### src/rtl/axi_arb_pkg.sv
// Shared types and constants for the two-master AXI read arbiter.
package axi_arb_pkg;

    typedef enum logic [1:0] {
        IDLE = 2'd0,
        ADDR = 2'd1,
        DATA = 2'd2
    } arb_state_t;

    localparam logic [1:0] RESP_OKAY   = 2'b00;
    localparam logic [1:0] RESP_SLVERR = 2'b10;

endpackage

### src/rtl/arb_picker.sv
// Grant selection between IFU (lane 0) and LSU (lane 1).
// ARB_ROUND_ROBIN_EN selects round-robin on contention; otherwise LSU has fixed priority.
module arb_picker (
    input  logic [1:0] req,
    input  logic       last_grant,
    output logic       grant,
    output logic       any_req
);

    assign any_req = |req;

`ifdef ARB_ROUND_ROBIN_EN
    // Contested cycle hands the bus to whichever lane did not win last time.
    assign grant = (req == 2'b11) ? ~last_grant : req[1];
`else
    logic unused_last_grant;
    assign unused_last_grant = last_grant;
    assign grant = req[1];
`endif

endmodule

### src/rtl/axi_rd_arbiter.sv
// Two-master to one-slave AXI read arbiter, one transaction outstanding.
// ARB_ROUND_ROBIN_EN enables round-robin arbitration (default: LSU fixed priority).
module axi_rd_arbiter
    import axi_arb_pkg::*;
#(
    parameter int ADDR_W = 32,
    parameter int DATA_W = 32
) (
    input  logic                  clk,
    input  logic                  rst,
    input  logic [1:0]            m_arvalid,
    output logic [1:0]            m_arready,
    input  logic [2*ADDR_W-1:0]   m_araddr,
    output logic [1:0]            m_rvalid,
    input  logic [1:0]            m_rready,
    output logic [2*DATA_W-1:0]   m_rdata,
    output logic [3:0]            m_rresp,
    output logic                  s_arvalid,
    input  logic                  s_arready,
    output logic [ADDR_W-1:0]     s_araddr,
    input  logic                  s_rvalid,
    output logic                  s_rready,
    input  logic [DATA_W-1:0]     s_rdata,
    input  logic [1:0]            s_rresp
);

    arb_state_t        state_q, state_d;
    logic              grant_q;
    logic              pick;
    logic              any_req;
    logic              last_grant;
    logic [ADDR_W-1:0] addr_buf;

`ifdef ARB_ROUND_ROBIN_EN
    logic last_grant_q;

    always_ff @(posedge clk) begin
        if (rst) begin
            last_grant_q <= 1'b1;
        end else if (state_q == IDLE && any_req) begin
            last_grant_q <= pick;
        end
    end

    assign last_grant = last_grant_q;
`else
    assign last_grant = 1'b1;
`endif

    arb_picker u_picker (
        .req        (m_arvalid),
        .last_grant (last_grant),
        .grant      (pick),
        .any_req    (any_req)
    );

    always_ff @(posedge clk) begin
        if (rst) begin
            state_q  <= IDLE;
            grant_q  <= 1'b0;
            addr_buf <= '0;
        end else begin
            state_q <= state_d;
            if (state_q == IDLE && any_req) begin
                grant_q  <= pick;
                addr_buf <= pick ? m_araddr[2*ADDR_W-1:ADDR_W] : m_araddr[ADDR_W-1:0];
            end
        end
    end

    always_comb begin
        state_d   = state_q;
        m_arready = '0;
        s_arvalid = 1'b0;
        s_rready  = 1'b0;
        m_rvalid  = '0;
        case (state_q)
            IDLE: begin
                if (any_req) begin
                    m_arready[pick] = 1'b1;
                    state_d         = ADDR;
                end
            end
            ADDR: begin
                s_arvalid = 1'b1;
                if (s_arready) begin
                    state_d = DATA;
                end
            end
            DATA: begin
                m_rvalid[grant_q] = s_rvalid;
                s_rready          = m_rready[grant_q];
                if (s_rvalid && m_rready[grant_q]) begin
                    state_d = IDLE;
                end
            end
            default: state_d = IDLE;
        endcase
    end

    // Data and response fan out to both lanes; only m_rvalid says who owns them.
    assign s_araddr = addr_buf;
    assign m_rdata  = {2{s_rdata}};
    assign m_rresp  = {2{s_rresp}};

endmodule

### config.mk
export PLATFORM = sky130hd
export DESIGN_NAME = axi_rd_arbiter
export DESIGN_NICKNAME = d
export VERILOG_FILES = /design/src/rtl/axi_arb_pkg.sv /design/src/rtl/arb_picker.sv /design/src/rtl/axi_rd_arbiter.sv
export SDC_FILE = /design/constraint.sdc
export NUM_CORES = 1
export LEC_CHECK = 0
export ABC_AREA = 1
export CAP_MARGIN = 20
export CORE_ASPECT_RATIO = 0.75
export CORE_MARGIN = 2
export CORE_UTILIZATION = 36
export CTS_BUF_LIST = sky130_fd_sc_hd__clkbuf_2 sky130_fd_sc_hd__clkbuf_4 sky130_fd_sc_hd__clkbuf_8
export CTS_CLUSTER_DIAMETER = 150
export CTS_CLUSTER_SIZE = 10
export DETAILED_ROUTE_END_ITERATION = 10
export PLACE_DENSITY = 0.9
export SLEW_MARGIN = 20
export SYNTH_ARGS = -nofsm -noshare
export SYNTH_HDL_FRONTEND = slang
export SYNTH_SLANG_ARGS = --single-unit
### constraint.sdc
create_clock -name clk -period 2.83 [get_ports clk]
set_input_delay 0.283 -clock clk [delete_from_list [all_inputs] [get_ports clk]]
set_output_delay 0.283 -clock clk [all_outputs]
set_load 0.02 [all_outputs]
**Word level (Yosys, flattened, before mapping)**

Index checks and enable logic that the tools add are counted.

- Bits in registers: 35
- Input bits: 106
- Output and inout bits: 106
- Logic and storage cells: 36

- Magnitude comparators: 4
- Equal/unequal tests: 5
- Muxes and demuxes: 16
- Bitwise logic cells: 1
- Reductions and logical operators: 7

Operator list:

| cell | count |
|---|---|
| two-way mux 32 bit | 1 |
| two-way mux 2 bit | 6 |
| two-way mux 1 bit | 6 |
| != test 2 bit, second input constant | 3 |
| one-hot mux 2 bit (3 select lines) | 1 |
| logical AND 1 bit | 4 |
| < comparator 1 x 2 -> 1 bit, second input constant | 2 |
| AND reduction 3 bit | 1 |
| bitwise AND 2 bit | 1 |
| demux 1 bit (select 1 bit) | 2 |
| equality test 2 x 1 -> 1 bit, second input constant | 1 |
| equality test 2 bit, second input constant | 1 |
| greater-or-equal comparator 1 bit, second input constant | 2 |
| zero test 2 bit | 1 |
| OR reduction 2 bit | 1 |

**Longest topological paths before layout**

- Word-level depth: 6
- Depth in mapped cells: 7
- Gate-level depth less buffers: 5

**Cells and area by module**

Synthesis repeated with hierarchy kept, for this count alone.

- Cells, all modules: 346
- Area, all modules: 2,257.2 um^2

Modules (own cells, without submodules):

| module | instances | cells each | area an instance (um^2) | seq. area each (um^2) |
|---|---|---|---|---|
| axi_rd_arbiter | 1 | 342 | 2,238.4 | 700.7 |
| arb_picker | 1 | 4 | 18.8 | 0.0 |

**Worst setup path before layout**

OpenSTA, ideal clock, no wires.

- Path kind: register -> output
- Start point: reg state_q[1]
- End point: out m_rvalid[0]
- Data arrival time: 1.050 ns
- Data required time: 2.547 ns
- Slack: 1.497 ns
- Stages on the path, launching flop included: 5
- Buffers on the path: 0
- Path through: dfxtp_1 -> inv_1 -> nor2_1 -> inv_1 -> nor3_1

- Word-level cells in the longest chain between the ends: 2

Ends and longest elaborated chain:

| element | RTL line | source |
|---|---|---|
| start, declared | axi_rd_arbiter.sv:27 | `arb_state_t state_q, state_d;` |
| start signal, assigned | axi_rd_arbiter.sv:63 | `state_q <= state_d;` |
| equality test 2 bit | axi_rd_arbiter.sv:77 | `case (state_q)` |
| two-way mux 2 bit | axi_rd_arbiter.sv:77 |  |
| end, declared | axi_rd_arbiter.sv:14 | `output logic [1:0] m_rvalid,` |

Every way passes these cells.

**Worst setup path after layout**

Ends and elaborated chain as after synthesis.

==> impl_metrics.ini <==
[synth]
synth_cell_types = 16
synthTopCellsByCount = nand2_1, inv_1, buf_4, nor2_1, dfxtp_1
syn_area_mm2 = 0.00248
synthAdderAreaFrac_pct = 0
synth_simple_gate_area_share_pct = 27.3
synthFlopType = dfxtp_1
synth_top_family_by_area = buffers and inverters
synth_nets = 513
synthMuxAreaShare_pct = 0
synthXorXnorAreaFrac_pct = 0
ys_seq_area_share_pct = 28.3
synth_edf_count = 0
postSynth.asyncResetShare_pct = 0
avgSynthCellArea_um2 = 6.09
synth_compound_area_share_pct = 7.42
yosys_register_bits = 35
netlist_instances = 407
netlist.top_cell.by_area = dfxtp_1
synth.most_common_cell = nand2_1
yosys.area.top_type_share_pct = 28.3
synth_warnings = 0
post_synth_main_area_contributors = dfxtp_1, buf_4, nand2_1, inv_1, nor2_1

[power]
ir_worst_vdd_v = 0.000201
p_switching_mw = 0.472
share_comb_of_total_power_pct = 36.3
switching_share_pct = 31.8
p_int_mw = 1.01
p_leak_nw = 1.55
clkPwrFrac_pct = 24.2
p_seq_share_pct = 39.5
powerDensity_mw_per_mm2 = 470

[die]
initial_utilization_pct = 36.8
ios = 212
die_w_um = 99.8
dieArea_mm2 = 0.00757
die_y_um = 75.8
num_rows = 26
core_area_mm2 = 0.00673

[route]
drc = 0
vias = 2203
first_iter_violations = 29
ant_nets = 0
routed_wl_um = 5310
vias_per_cell = 4.19
dr.pass1.iters = 4
wire_per_inst_um = 10.1

[grt]
grt_pass1_vias = 1925
grt-ovfl-total = 0
grt_pass1_wl_um = 8180
grt_max_degree = 36
grt_use_total_pct = 13.4
antenna_found_initial = 0

[placement]
place_congestion = 0.837
dp.cells = 518
hpwl_um = 3990
port_buffers = 109

[timing]
rsz0062_at_grt = no
hold_viol_final = 0
maxSlewHeadroom_pct = 50.0
min_period_over_period_pct = 69.5
drv_slew = 0
setup_viol = 0
tightest_slew_ps = 747
fin_tns_setup_ps = 0
fmax_mhz = 508
period_minus_slack_ps = 1970
skew_ps = 4.89

[cts]
cts_max_level = 2
clock_sinks = 35
cts_root_buf = clkbuf_8
cts_tree = yes
ctsHoldBuffers = 0
cts_resized = 0
cts_setup_buffers = 0
cts_buffers = 5
clk_latency_ps = 270
clockBufferDepth = 2
clk_pin_slew_worst_paths_ps = 70

[final_layout]
n_fill_cell = 675
instances_no_fill = 526
antenna_cells = 0
final_net_count = 547
areaGrowthSynthToFinish_pct = 27.6
final_util_pct = 46.9
drive_gt1_share_pct = 3.17

[critical_path]
critPathLaunchType = register
worstSetupPathType = reg2out
crit_arrival_ps = 1680
crit_fanout = 3
cp_data_required_time_ps = 2550
worst_setup_path_end_kind = output port

[min_path]
hold_path_class = reg2reg

[run_status]
outcome = complete, no violations

[job]
maxCapViolations = 0
[stage by stage]
step | total power [mW] | area, µm² | hold slack (ps) | setup WS (ps)
floorplan | 1.03 | 2480 | 352 | 1500
global placement | 1.12 | 3070 | 488 | 936
detailed placement | 1.14 | 3070 | 497 | 870
CTS | 1.51 | 3160 | 511 | 838
global route | 1.59 | 3160 | 541 | 720
finish | 1.48 | 3160 | 512 | 862
[worst max-delay path, cell delays in order, from the launching register on]
cell and delay, ps:
dfxtp_1 390, inv_1 60, nor2_1 110, inv_1 80, nor3_1 140, clkdlybuf4s50_1 630
[worst paths after layout]
kind	from	endpoint	slack [ps]	depth (start not counted)
setup / recovery	state_q[1]$_SDFFE_PP0P_	m_rvalid[0]	860	5
hold / removal	s_araddr[18]$_SDFFE_PP0P_	s_araddr[18]$_SDFFE_PP0P_	510	4
setup reg to reg	state_q[1]$_SDFFE_PP0P_	s_araddr[1]$_SDFFE_PP0P_	1530	6
hold reg to reg	s_araddr[18]$_SDFFE_PP0P_	s_araddr[18]$_SDFFE_PP0P_	510	4
[cell families after synthesis]
kind of cell           count (synthesis)
AND/OR/NAND/NOR                      177
buffers and inverters                159
AO/OA/AOI/OAI                         36
flip-flops                            35
[routing by layer]
| layer | up-vias | wire (µm) | track usage (%) |
|---|---|---|---|
| met5 | - | 0 | 0 |
| met4 | 0 | 22 | 4.26 |
| met3 | 4 | 630 | 7.34 |
| met2 | 117 | 2490 | 24.9 |
| met1 | 908 | 2170 | 13.1 |
| li1 | 1174 | - | - |
[area by class of cell]
cell class / count / area (µm²) / area share [%]
multi-input combinational: 213 / 867 / 27.4
sequential: 35 / 701 / 22.2
clock inverter: 1 / 5.00 / 0.158
timing repair buffer: 112 / 1120 / 35.5
tap: 84 / 105 / 3.33
clock buffer: 7 / 83.8 / 2.65
inverter: 74 / 278 / 8.79
[flip-flops by register name, summed over array words and instances, names as in the netlist]
register  count
grant_q       1
state_q       2
s_araddr     32
[power groups by stage]
stage	Clock [mW]	Combinational [mW]	Sequential, mW
finish	0.360	0.538	0.586
global route	0.397	0.598	0.593
CTS	0.380	0.545	0.586
detailed placement	0	0.541	0.597
global placement	0	0.523	0.595
floorplan	0	0.368	0.663
[cell usage in the layout, fill, tap and decap left out]
master / instances
a21oi_1: 3
buf_12: 1
buf_2: 1
buf_4: 2
clkbuf_4: 2
clkbuf_8: 5
clkdlybuf4s50_1: 108
clkinv_2: 1
dfxtp_1: 35
inv_1: 74
nand2_1: 105
nand3_1: 1
nor2_1: 68
nor2_4: 1
nor3_1: 2
o21ai_0: 25
o21ai_1: 7
o21ai_4: 1
Note: power is estimated with default switching activity, not from simulation.
